`src/rtl/ps2_pkg.sv`:
```
// Shared definitions for the PS/2 host link: FSM encoding, default timings and
// the keyboard command bytes used by the controllers.
package ps2_pkg;

  typedef enum logic [2:0] {
    IDLE,
    INHIBIT,
    SETUP,
    SHIFT,
    ACK,
    RECOVER
  } ps2_tx_state_e;

  // 100 us inhibit, 5 us setup and 20 ms edge watchdog at 100 MHz
  localparam int unsigned INHIBIT_CYCLES_DEF = 10000;
  localparam int unsigned SETUP_CYCLES_DEF   = 500;
  localparam int unsigned TIMEOUT_CYCLES_DEF = 2000000;

  localparam logic [7:0] CMD_SET_LED = 8'hED;
  localparam logic [7:0] CMD_RESET   = 8'hFF;
  localparam logic [7:0] CMD_ENABLE  = 8'hF4;
  localparam logic [7:0] ACK_BYTE    = 8'hFA;

  function automatic logic odd_parity(input logic [7:0] d);
    return ~^d;
  endfunction

endpackage

```
`src/rtl/ps2_host_tx_if.sv`:
```
// Command-byte handshake and completion status between a controller and the
// PS/2 host transmitter.
interface ps2_host_tx_if;
  logic [7:0] tx_data;
  logic       tx_valid;
  logic       tx_ready;
  logic       busy;
  logic       tx_done;
  logic       tx_err;

  modport master (output tx_data, tx_valid, input tx_ready, busy, tx_done, tx_err);
  modport slave  (input tx_data, tx_valid, output tx_ready, busy, tx_done, tx_err);
endinterface

```
`src/rtl/ps2_sync_edge.sv`:
```
// Two-flop synchronizer for a raw PS/2 pin plus a falling-edge strobe on the
// synchronized level. Flops reset high to match an idle, pulled-up bus.
module ps2_sync_edge (
  input  logic clk,
  input  logic rstn,
  input  logic pin,
  output logic level,
  output logic fall
);

  // sync[0], sync[1]: synchronizer stages; sync[2]: previous synchronized value
  logic [2:0] sync;

  always_ff @(posedge clk) begin
    if (!rstn) sync <= 3'b111;
    else       sync <= {sync[1:0], pin};
  end

  assign level = sync[1];
  assign fall  = sync[2] & ~sync[1];

endmodule

```
`src/rtl/ps2_host_tx.sv`:
```
// PS/2 host-to-device transmitter: inhibit, request-to-send, shift one command
// frame on the device clock, then check the device ACK.
//
// state   | meaning
// IDLE    | lines released, ready for a command byte
// INHIBIT | clock held low
// SETUP   | clock and data held low (start bit)
// SHIFT   | clock released, data/parity/stop driven on device falls
// ACK     | waiting for the device to pull data low on the 11th fall
// RECOVER | waiting for both lines to return high
module ps2_host_tx
  import ps2_pkg::*;
#(
  parameter int unsigned INHIBIT_CYCLES = INHIBIT_CYCLES_DEF,
  parameter int unsigned SETUP_CYCLES   = SETUP_CYCLES_DEF,
  parameter int unsigned TIMEOUT_CYCLES = TIMEOUT_CYCLES_DEF
) (
  input  logic          clk,
  input  logic          rstn,
  ps2_host_tx_if.slave  tx,
  input  logic          ps2_clk_in,
  input  logic          ps2_data_in,
  output logic          ps2_clk_oe,
  output logic          ps2_data_oe
);

  localparam int unsigned DUR_MAX = (INHIBIT_CYCLES > SETUP_CYCLES) ? INHIBIT_CYCLES : SETUP_CYCLES;
  localparam int DUR_W = (DUR_MAX > 1) ? $clog2(DUR_MAX) : 1;
  localparam int WD_W  = (TIMEOUT_CYCLES > 1) ? $clog2(TIMEOUT_CYCLES) : 1;
  localparam logic [DUR_W-1:0] INH_LOAD = DUR_W'(INHIBIT_CYCLES - 1);
  localparam logic [DUR_W-1:0] SET_LOAD = DUR_W'(SETUP_CYCLES - 1);
  localparam logic [WD_W-1:0]  WD_LAST  = WD_W'(TIMEOUT_CYCLES - 1);

  ps2_tx_state_e    state, state_nxt;
  logic [9:0]       sr, sr_nxt;
  logic [3:0]       bit_cnt, bit_cnt_nxt;
  logic [DUR_W-1:0] dur_cnt, dur_nxt;
  logic [WD_W-1:0]  wd_cnt, wd_nxt;
  logic             clk_oe_nxt, data_oe_nxt;
  logic             done_q, done_nxt, err_q, err_nxt;
  logic             clk_lvl, clk_fall, data_lvl, data_fall_unused;
  logic             in_frame;

  ps2_sync_edge u_sync_clk (
    .clk   (clk),
    .rstn  (rstn),
    .pin   (ps2_clk_in),
    .level (clk_lvl),
    .fall  (clk_fall)
  );

  ps2_sync_edge u_sync_data (
    .clk   (clk),
    .rstn  (rstn),
    .pin   (ps2_data_in),
    .level (data_lvl),
    .fall  (data_fall_unused)
  );

  assign tx.tx_ready = (state == IDLE);
  assign tx.busy     = (state != IDLE);
  assign tx.tx_done  = done_q;
  assign tx.tx_err   = err_q;
  assign in_frame    = (state == SHIFT) || (state == ACK) || (state == RECOVER);

  always_ff @(posedge clk) begin
    if (!rstn) begin
      state       <= IDLE;
      sr          <= '0;
      bit_cnt     <= '0;
      dur_cnt     <= '0;
      wd_cnt      <= '0;
      ps2_clk_oe  <= 1'b0;
      ps2_data_oe <= 1'b0;
      done_q      <= 1'b0;
      err_q       <= 1'b0;
    end else begin
      state       <= state_nxt;
      sr          <= sr_nxt;
      bit_cnt     <= bit_cnt_nxt;
      dur_cnt     <= dur_nxt;
      wd_cnt      <= wd_nxt;
      ps2_clk_oe  <= clk_oe_nxt;
      ps2_data_oe <= data_oe_nxt;
      done_q      <= done_nxt;
      err_q       <= err_nxt;
    end
  end

  always_comb begin
    state_nxt   = state;
    sr_nxt      = sr;
    bit_cnt_nxt = bit_cnt;
    dur_nxt     = dur_cnt;
    wd_nxt      = '0;
    clk_oe_nxt  = ps2_clk_oe;
    data_oe_nxt = ps2_data_oe;
    done_nxt    = 1'b0;
    err_nxt     = 1'b0;

    if (in_frame && !clk_fall) wd_nxt = wd_cnt + 1'b1;

    case (state)
      IDLE: begin
        clk_oe_nxt  = 1'b0;
        data_oe_nxt = 1'b0;
        if (tx.tx_valid) begin
          sr_nxt      = {1'b1, odd_parity(tx.tx_data), tx.tx_data};
          bit_cnt_nxt = '0;
          dur_nxt     = INH_LOAD;
          clk_oe_nxt  = 1'b1;
          state_nxt   = INHIBIT;
        end
      end
      INHIBIT: begin
        if (dur_cnt == '0) begin
          dur_nxt     = SET_LOAD;
          data_oe_nxt = 1'b1;
          state_nxt   = SETUP;
        end else begin
          dur_nxt = dur_cnt - 1'b1;
        end
      end
      SETUP: begin
        if (dur_cnt == '0) begin
          clk_oe_nxt = 1'b0;
          state_nxt  = SHIFT;
        end else begin
          dur_nxt = dur_cnt - 1'b1;
        end
      end
      SHIFT: begin
        if (clk_fall) begin
          data_oe_nxt = ~sr[0];
          sr_nxt      = {1'b0, sr[9:1]};
          bit_cnt_nxt = bit_cnt + 4'd1;
          if (bit_cnt == 4'd9) state_nxt = ACK;
        end
      end
      ACK: begin
        if (clk_fall) begin
          if (data_lvl) begin
            err_nxt   = 1'b1;
            state_nxt = IDLE;
          end else begin
            state_nxt = RECOVER;
          end
        end
      end
      RECOVER: begin
        if (clk_lvl && data_lvl) begin
          done_nxt  = 1'b1;
          state_nxt = IDLE;
        end
      end
      default: state_nxt = IDLE;
    endcase

    // device stopped clocking: abandon the frame unless it just finished
    if (in_frame && !clk_fall && (wd_cnt == WD_LAST) && (state_nxt != IDLE)) begin
      err_nxt     = 1'b1;
      clk_oe_nxt  = 1'b0;
      data_oe_nxt = 1'b0;
      wd_nxt      = '0;
      state_nxt   = IDLE;
    end
  end

endmodule

```
`src/flat_wrapper.sv`:
```
// flat-port wrapper written by rule: the top's interface ports become plain ports
module ps2_host_tx_flat import ps2_pkg::*;
#(
  parameter int unsigned INHIBIT_CYCLES = INHIBIT_CYCLES_DEF,
  parameter int unsigned SETUP_CYCLES   = SETUP_CYCLES_DEF,
  parameter int unsigned TIMEOUT_CYCLES = TIMEOUT_CYCLES_DEF
)
  (clk, rstn, ps2_clk_in, ps2_data_in, ps2_clk_oe, ps2_data_oe, tx_tx_data, tx_tx_valid, tx_tx_ready, tx_busy, tx_tx_done, tx_tx_err);
  ps2_host_tx_if tx_i ();
  input  logic clk;
  input  logic rstn;
  input  logic ps2_clk_in;
  input  logic ps2_data_in;
  output logic ps2_clk_oe;
  output logic ps2_data_oe;
  input wire logic [$bits(tx_i.tx_data)-1:0] tx_tx_data;
  input wire logic [$bits(tx_i.tx_valid)-1:0] tx_tx_valid;
  output wire logic [$bits(tx_i.tx_ready)-1:0] tx_tx_ready;
  output wire logic [$bits(tx_i.busy)-1:0] tx_busy;
  output wire logic [$bits(tx_i.tx_done)-1:0] tx_tx_done;
  output wire logic [$bits(tx_i.tx_err)-1:0] tx_tx_err;
  assign tx_i.tx_data = tx_tx_data;
  assign tx_i.tx_valid = tx_tx_valid;
  assign tx_tx_ready = tx_i.tx_ready;
  assign tx_busy = tx_i.busy;
  assign tx_tx_done = tx_i.tx_done;
  assign tx_tx_err = tx_i.tx_err;
  ps2_host_tx #(.INHIBIT_CYCLES(INHIBIT_CYCLES), .SETUP_CYCLES(SETUP_CYCLES), .TIMEOUT_CYCLES(TIMEOUT_CYCLES)) u_core (.clk(clk), .rstn(rstn), .tx(tx_i), .ps2_clk_in(ps2_clk_in), .ps2_data_in(ps2_data_in), .ps2_clk_oe(ps2_clk_oe), .ps2_data_oe(ps2_data_oe));
endmodule
```
`config.mk`:
```
export PLATFORM = sky130hd
export DESIGN_NAME = ps2_host_tx_flat
export DESIGN_NICKNAME = d
export VERILOG_FILES = /design/src/rtl/ps2_pkg.sv /design/src/rtl/ps2_host_tx_if.sv /design/src/rtl/ps2_sync_edge.sv /design/src/rtl/ps2_host_tx.sv /design/src/flat_wrapper.sv
export SDC_FILE = /design/constraint.sdc
export NUM_CORES = 1
export LEC_CHECK = 0
export CORE_MARGIN = 4
export CORE_UTILIZATION = 25
export CTS_BUF_LIST = sky130_fd_sc_hd__clkbuf_16
export DETAILED_ROUTE_END_ITERATION = 8
export PLACE_DENSITY = 0.44
export SETUP_SLACK_MARGIN = 0.02
export SYNTH_ARGS = -nofsm -noshare
export SYNTH_HDL_FRONTEND = slang
export SYNTH_SLANG_ARGS = --single-unit
```
`constraint.sdc`:
```
create_clock -name clk -period 4.68 [get_ports clk]
set_clock_uncertainty 0.2 [all_clocks]
set_input_delay 0.936 -clock clk [delete_from_list [all_inputs] [get_ports clk]]
set_output_delay 0.936 -clock clk [all_outputs]
set_load 0.01 [all_outputs]
```
* Word-level counts from Yosys, hierarchy flattened
Index checks and enable logic that the tools add are counted.
** Operators by class
- $add $sub $neg :: 3
- Equality and inequality tests :: 12
- Muxes and demuxes :: 30
- Bitwise gates (word level) :: 5
- Reductions and logical operators :: 23
** Operator list (count)
- $mux 14 :: 3
- $pmux 14 s3 :: 1
- $mux 3 :: 8
- $add 21x1->21 const B :: 1
- $eq 21x21->1 const B :: 1
- $mux 10 :: 2
- $pmux 10 s2 :: 1
- $pmux 3 s6 :: 1
- $logic_not 14->1 :: 1
- $sub 14x1->14 const B :: 1
- $reduce_bool 3->1 :: 4
- $mux 1 :: 9
- $reduce_and 3->1 :: 3
- $mux 4 :: 2
- $pmux 4 s2 :: 1
- $reduce_xnor 8->1 :: 1
- $eq 3x2->1 const B :: 2
- $eq 3x3->1 const B :: 2
- $ne 2x1->1 const B :: 3
- $add 4x1->4 const B :: 1
- $eq 4x4->1 const B :: 1
- $logic_and 1x1->1 :: 4
- $ne 2x2->1 const B :: 2
- $not 1->1 :: 4
- 11 further kinds :: 14
** Word-level totals
- Register bits after elaboration :: 61
- Input port bits :: 13
- Output and inout bits :: 6
- Word-level logic and storage cells :: 84

* Depth between registers and ports, before layout
Gate-level depths: netlist of the first run.
- Depth after elaboration :: 7
- Depth in mapped cells :: 9
- Mapped depth without buffers :: 7

* Modules after synthesis
Synthesis of the first run repeated with hierarchy kept, for this count alone.
** Second synthesis, totals
- Cell total of the unflattened synthesis :: 356
- Area, all modules :: 3110.5 um2
** Modules (own cells, without submodules)
- ps2_host_tx :: instances 1, cells each 342, area an instance 2940.3 um2, seq. area each 1121.1 um2
- ps2_sync_edge :: instances 2, cells each 7, area an instance 85.1 um2, seq. area each 60.1 um2

* Worst setup path after synthesis of the first run
OpenSTA, ideal clock, no wires.
- Path type :: input port to flip-flop
- Start :: input port tx_tx_valid
- End :: register u_core.sr[0]
- Setup time :: 91 ps
- Data arrival time :: 2085 ps
- Required time :: 4389 ps
- Path slack :: 2304 ps
- Stages :: 5
- Path buffers :: 1
- Cell sequence :: or4b_1 -> o21ai_1 -> buf_2 -> nor2_1 -> a311oi_1
** On the way
- Word-level cells in the longest chain between the ends :: 2
** RTL lines
- start: declaration :: RTL line flat_wrapper.sv:17 : input wire logic [$bits(tx_i.tx_valid)-1:0] tx_tx_valid;
- $ne 2x2->1 (no source line)
- $reduce_and 3->1 (no source line)
- end signal: assignment :: RTL line ps2_host_tx.sv:79 : sr <= sr_nxt;
- end: declaration :: RTL line ps2_host_tx.sv:35 : logic [9:0] sr, sr_nxt;
No other way between the ends.
A chain may end at the register's enable or synchronous reset.

* Worst setup path in the final report of the first run
- Start :: register u_core.state[0]
- End :: output port tx_busy
** On the way
- Word-level cells in the longest chain between the ends :: 1
** RTL lines
- start: declaration :: RTL line ps2_host_tx.sv:34 : ps2_tx_state_e state, state_nxt;
- start signal: assignment :: RTL line ps2_host_tx.sv:78 : state <= state_nxt;
- $reduce_bool 3->1 :: RTL line ps2_host_tx.sv:61 : assign tx.busy = (state != IDLE);
- end: declaration :: RTL line flat_wrapper.sv:19 : output wire logic [$bits(tx_i.busy)-1:0] tx_busy;
No other way between the ends.

==> results of run 1 <==
-- worst max-delay path: cells and delay by family, from the launching register on --
family        cells  cell delay (ns)
flops             1             0.76
buf+inv           1             0.56
simple gates      2             0.29
-- synth_stat cells, types with 4 or more instances --
cell type and count:
xnor2_1 16, nor2_1 52, nor4_1 5, o21ai_0 4, a31oi_1 7, inv_1 13, xor2_1 13, dfxtp_1 61
a21oi_1 16, and3_1 7, nor3_1 9, ha_1 5, o21ai_1 7, clkbuf_1 13, nand2_1 39, nand3_1 13
and2_1 5, or4_1 4, a311oi_1 9, a211oi_1 5, nand4_1 5, nand2b_1 9
-- registers in the layout, summed over array words and instances (netlist names) --
| name | cells |
|---|---|
| u_core.tx.tx_err | 1 |
| u_core.sr | 10 |
| u_core.dur_cnt | 14 |
| u_core.ps2_clk_oe | 1 |
| u_core.ps2_data_oe | 1 |
| u_core.wd_cnt | 21 |
| u_core.state | 3 |
| u_core.u_sync_clk.sync | 3 |
| u_core.bit_cnt | 4 |
| u_core.u_sync_data.sync | 2 |
| u_core.tx.tx_done | 1 |
-- per-layer routing --
metal | part of all wire, % | up-vias | track usage (%) | wire length (µm)
li1 | - | 1356 | - | -
met1 | 53 | 1218 | 15.1 | 3830
met2 | 43 | 28 | 15.4 | 3150
met4 | 0.88 | 0 | 3.69 | 64
met3 | 3.1 | 5 | 3.18 | 227
met5 | 0 | - | 0 | 0
-- layout make-up --
class	instances	area (µm²)	share of cell area, %
Clock buffer	9	225	6.08
Clock inverter	7	56.3	1.52
Inverter	14	52.6	1.42
Multi-Input combinational cell	279	1740	46.9
Sequential cell	61	1220	33.0
Timing Repair Buffer	21	203	5.47
Tap cell	168	210	5.67
-- where the power goes --
group	internal [mW]	leakage (nW)	total, mW	switching (mW)
registers	0.547	0.498	0.578	0.0308
clock network	0.403	0.141	0.628	0.225
logic	0.0845	0.666	0.198	0.113
-- cells in the final DEF (no fill, tap or decap), types with 9 or more instances in the layout --
cell	instances
inv_1	13
nand3_1	13
clkbuf_16	9
xor2_1	13
nand2b_1	9
a311oi_1	9
nand2_1	39
clkdlybuf4s50_1	18
xnor2_1	16
dfxtp_1	61
nor3_1	9
a21oi_1	16
nor2_1	52
-- metrics by stage --
| stage | hold slack (ns) | instance area, µm² | power [mW] | cells |
|---|---|---|---|---|
| floorplan | 0.186 | 3080 | 0.728 | 371 |
| global placement | 0.188 | 3420 | 0.786 | 543 |
| detailed placement | 0.197 | 3420 | 0.787 | 543 |
| CTS | 0.209 | 3710 | 1.43 | 559 |
| global route | 0.243 | 3710 | 1.48 | 559 |
| finish | 0.204 | 3710 | 1.40 | 559 |
-- worst max-delay path by stage --
stage                                     from                        endpoint  slack, ns  cells after the start
floorplan                          tx_tx_valid       u_core.sr[0]$_SDFFE_PN0P_       2.30                      5
global placement                   tx_tx_valid  u_core.bit_cnt[3]$_SDFFE_PN0P_       1.67                      7
detailed placement                 tx_tx_valid  u_core.bit_cnt[3]$_SDFFE_PN0P_       1.64                      7
CTS                 u_core.state[0]$_SDFF_PP0_                         tx_busy       1.58                      3
global route        u_core.state[0]$_SDFF_PP0_                     tx_tx_ready       1.47                      4
finish              u_core.state[0]$_SDFF_PP0_                         tx_busy       1.62                      3
-- cells by family (layout without fill, tap and decap cells) --
logic type,count (synthesis),count (layout),synth area share (%)
buffers and inverters,31,51,4.02
muxes,2,2,0.690
DFF,61,61,39.6
AOI/OAI and AO/OA,72,72,16.7
adders and majority gates,5,5,2.03
and+or+nand+nor,171,171,28.7
xor gates and xnor gates,29,29,8.24
==> impl_metrics.yaml, run 1 <==
outcome:
  status: "finished, final reports clean"
global_routing:
  grtUsageTotal_pct: 10.7
  grt_pass1_wl_um: 12400
  overflow: 0
  grt_pass1_vias: 2431
  grt_max_degree: 24
  antenna_found_initial: 0
cts:
  clk_pin_slew_ns: 0.05
  cts.sinks: 61
  holdBufCountCts: 0
  cts_buffer_depth: 2
  cts_resized: 0
  cts_root_buf: "clkbuf_16"
  cts_tree: "done"
  cts_buffers: 9
  h-tree-depth: 3
  insertion_delay_ns: 0.32
  postCtsSetupBuffers: 0
timing:
  report.final.slew_viol_count: 0
  finalSetupTns_ns: 0
  tightest_slew_ns: 0.794
  hold_viol_final: 0
  max_slew_margin_pct: 47.0
  max_freq_mhz: 327
  period_needed_ns: 3.06
  setup_viol: 0
  finalCritPeriodShare_pct: 65.4
  setup_ws_ns: 1.62
  rsz0062_at_grt: "false"
synth:
  ys_top_cells_by_area: "dfxtp_1 40%, nor2_1 6.3%, nand2_1 4.7%, xnor2_1 4.5%, xor2_1 3.7%"
  yosysTopAreaCellShare_pct: 39.6
  synth_edf_count: 0
  ys.flop_type: "dfxtp_1"
  synth_cell_types: 58
  synth_area_per_cell_um2: 8.31
  synth_seq_cells: 61
  synthesis.area_mm2: 0.00308
  synth_nets: 389
  syn_inst: 371
  ys_seq_area_share_pct: 39.6
  synth_top_cell_by_area: "dfxtp_1"
  yosys_warnings: 0
  async_reset_ff_share_pct: 0
setup_path:
  max_stage_delay_ns: 0.76
  worstReg2RegStart: "u_core.wd_cnt[0]$_SDFF_PP0_"
  crit_required_ns: 3.54
  r2r_slack_ns: 2.05
  cp-start-kind: "register"
  worstPathArrival_ns: 1.93
  path_cells: "nor2_1, nand2_1, clkdlybuf4s50_1"
  worstSetupPathType: "register to output pin"
  endpoint_kind: "output pin"
  slowest_stage: "dfxtp_1"
  crit_fanout: 22
  r2r_cells: 6
  r2r-end: "u_core.wd_cnt[6]$_SDFF_PP0_"
floorplanning:
  dieWidth_um: 119
  die_y_um: 119
  start_util_pct: 25.6
  num_rows: 40
  die_area_mm2: 0.0142
  pin_count: 19
  core_mm2: 0.0121
min_path:
  hold_depth: 1
  min_path_type: "register to register"
  min_from: "u_core.u_sync_data.sync[0]$_SDFF_PN1_"
  whs_endpoint: "u_core.u_sync_data.sync[1]$_SDFF_PN1_"
pwr:
  cellPowerDensity_mw_per_mm2: 379
  ir_worst_vdd_mv: 0.149
  p_leak_nw: 1.31
route:
  viasPerCell: 4.66
  wl_per_cell_um: 13.0
  routed-via-count: 2607
  drt-total-wl_um: 7270
  initialDrtViolationCount: 143
  antenna_left: 0
  drt_first_pass_iters: 7
  drc: 0
placed_design:
  place_hpwl_um: 4990
  routabilityCongestion: 0.759
  port_buffers: 18
  pre_cts_ws_ns: 1.64
run:
  max-cap-violations: 0
final_layout:
  final_nets: 404
  diodes: 0
  area_growth_pct: 20.2
  finish.utilization_pct: 30.7
  drive_above_1_share_pct: 6.39
  n_fill_cell: 1273
Note: power is estimated with default switching activity, not from simulation.
==> run 2: changes to the inputs <==
clock period = 2.85 ns   (was 4.68 ns; I/O delays follow)
==> run 2 against run 1 <==
Against the previous run: count of clock-buffer cells in the layout unchanged; via count down 0.61%; critical path depth unchanged; cell count up 1.6%; utilization up 0.57 points; non-clock buffer count up 9; flip-flop and latch count unchanged; sequential power up 63%; die area unchanged.
==> impl_metrics.yaml, run 2 (synthesis results as in run 1) <==
outcome:
  status: "finished, final reports clean"
cts:
  cts.sinks: 61
  insertion_delay_ns: 0.33
  holdBufCountCts: 0
  cts_buffer_depth: 2
  h-tree-depth: 3
  clk_pin_slew_ns: 0.05
  cts_root_buf: "clkbuf_16"
  cts_buffers: 9
  cts_resized: 0
  cts_tree: "done"
  postCtsSetupBuffers: 0
final_layout:
  drive_above_1_share_pct: 8.75
  finish.utilization_pct: 31.3
  final_cell_mix: "61 x dfxtp_1, 52 x nor2_1, 39 x nand2_1"
  layout_commonest_cell: "dfxtp_1"
  area_growth_pct: 22.4
  final_cell_area_mm2: 0.00377
  top_regs: "u_core.wd_cnt (21), u_core.dur_cnt (14), u_core.sr (10)"
  largest_register_ffs: 21
  diodes: 0
  largest_register: "u_core.wd_cnt"
  final_nets: 413
pwr:
  ir_worst_vdd_mv: 0.281
  swShare_pct: 26.3
  pwr-share-clk_pct: 44.6
  cellPowerDensity_mw_per_mm2: 616
  seqPwrFrac_pct: 40.7
  intPower_mw: 1.71
  p_leak_nw: 1.35
  power_switching_mw: 0.612
  comb_power_share_pct: 14.7
route:
  drt_first_pass_iters: 4
  routed-via-count: 2591
  viasPerCell: 4.56
  initialDrtViolationCount: 132
  antenna_left: 0
  drc: 0
  wl_per_cell_um: 12.7
  drt-total-wl_um: 7230
floorplanning:
  die_area_mm2: 0.0142
  core_mm2: 0.0121
  pin_count: 19
  start_util_pct: 25.6
  die_y_um: 119
  num_rows: 40
  dieWidth_um: 119
global_routing:
  grt_pass1_vias: 2459
  grt_pass1_wl_um: 12500
  grt_max_degree: 22
  antenna_found_initial: 0
  overflow: 0
  grtUsageTotal_pct: 11.0
placed_design:
  pre_cts_ws_ns: 0.146
  routabilityCongestion: 0.769
  placedInstanceArea_mm2: 0.00349
  place_hpwl_um: 5140
  port_buffers: 18
timing:
  report.final.slew_viol_count: 0
  tightest_slew_ns: 0.511
  period_needed_ns: 2.59
  setup_viol: 0
  rsz0062_at_grt: "false"
  finalSetupTns_ns: 0
  setup_ws_ns: 0.258
  hold_viol_final: 0
  finalCritPeriodShare_pct: 91.0
  max_freq_mhz: 386
  hold_ws_ns: 0.204
  max_slew_margin_pct: 65.9
min_path:
  min_path_type: "register to register"
setup_path:
  endpoint_kind: "output pin"
  worstSetupPathType: "register to output pin"
  worstPathArrival_ns: 1.82
  crit_fanout: 16
  crit_required_ns: 2.08
  cp-start-kind: "register"
run:
  max-cap-violations: 0
[run 2: power by group through the flow]
stage / combinational [mW] / sequential, mW / clock [mW]
after floorplan: 0.249 / 0.946 / 0
after global placement: 0.344 / 0.963 / 0
after detailed placement: 0.345 / 0.963 / 0
after CTS: 0.346 / 0.944 / 1.08
after global routing: 0.385 / 0.953 / 1.12
final: 0.343 / 0.945 / 1.04
[run 2: area by class of cell]
| cell class | count | area, µm² |
|---|---|---|
| repair buffers | 30 | 270 |
| well taps | 168 | 210 |
| inverters | 14 | 52.6 |
| fillers | 1270 | 8290 |
| clock inverters | 7 | 57.6 |
| clock buffers | 9 | 225 |
| flip-flops and latches | 61 | 1220 |
| multi-input cells | 279 | 1740 |
[run 2: worst paths after layout]
path                                          from                                    end  slack (ns)  cells past startpoint
max                     u_core.state[2]$_SDFF_PP0_                                tx_busy        0.26                      3
min          u_core.u_sync_data.sync[0]$_SDFF_PN1_  u_core.u_sync_data.sync[1]$_SDFF_PN1_        0.20                      1
max reg2reg         u_core.dur_cnt[7]$_SDFFE_PN0P_         u_core.dur_cnt[7]$_SDFFE_PN0P_        0.38                      5
min reg2reg  u_core.u_sync_data.sync[0]$_SDFF_PN1_  u_core.u_sync_data.sync[1]$_SDFF_PN1_        0.20                      1
[run 2: per-stage QoR]
step | cells | total power [mW]
final | 568 | 2.32
after global routing | 568 | 2.46
after CTS | 568 | 2.38
after detailed placement | 552 | 1.31
after global placement | 552 | 1.31
after floorplan | 371 | 1.20
[run 2: per-layer routing]
metal | up-vias | global-route usage [%] | routed length [µm]
li1 | 1370 | - | -
met5 | - | 0 | 0
met1 | 1179 | 15.1 | 3740
met4 | 0 | 4.42 | 144
met3 | 12 | 4.42 | 290
met2 | 30 | 15.3 | 3060
[run 2: worst max-delay path, stage by stage, from the launching register on]
cell,delay [ns]
dfxtp_1,0.63
nor2_1,0.13
nand2_1,0.17
clkdlybuf4s50_1,0.56
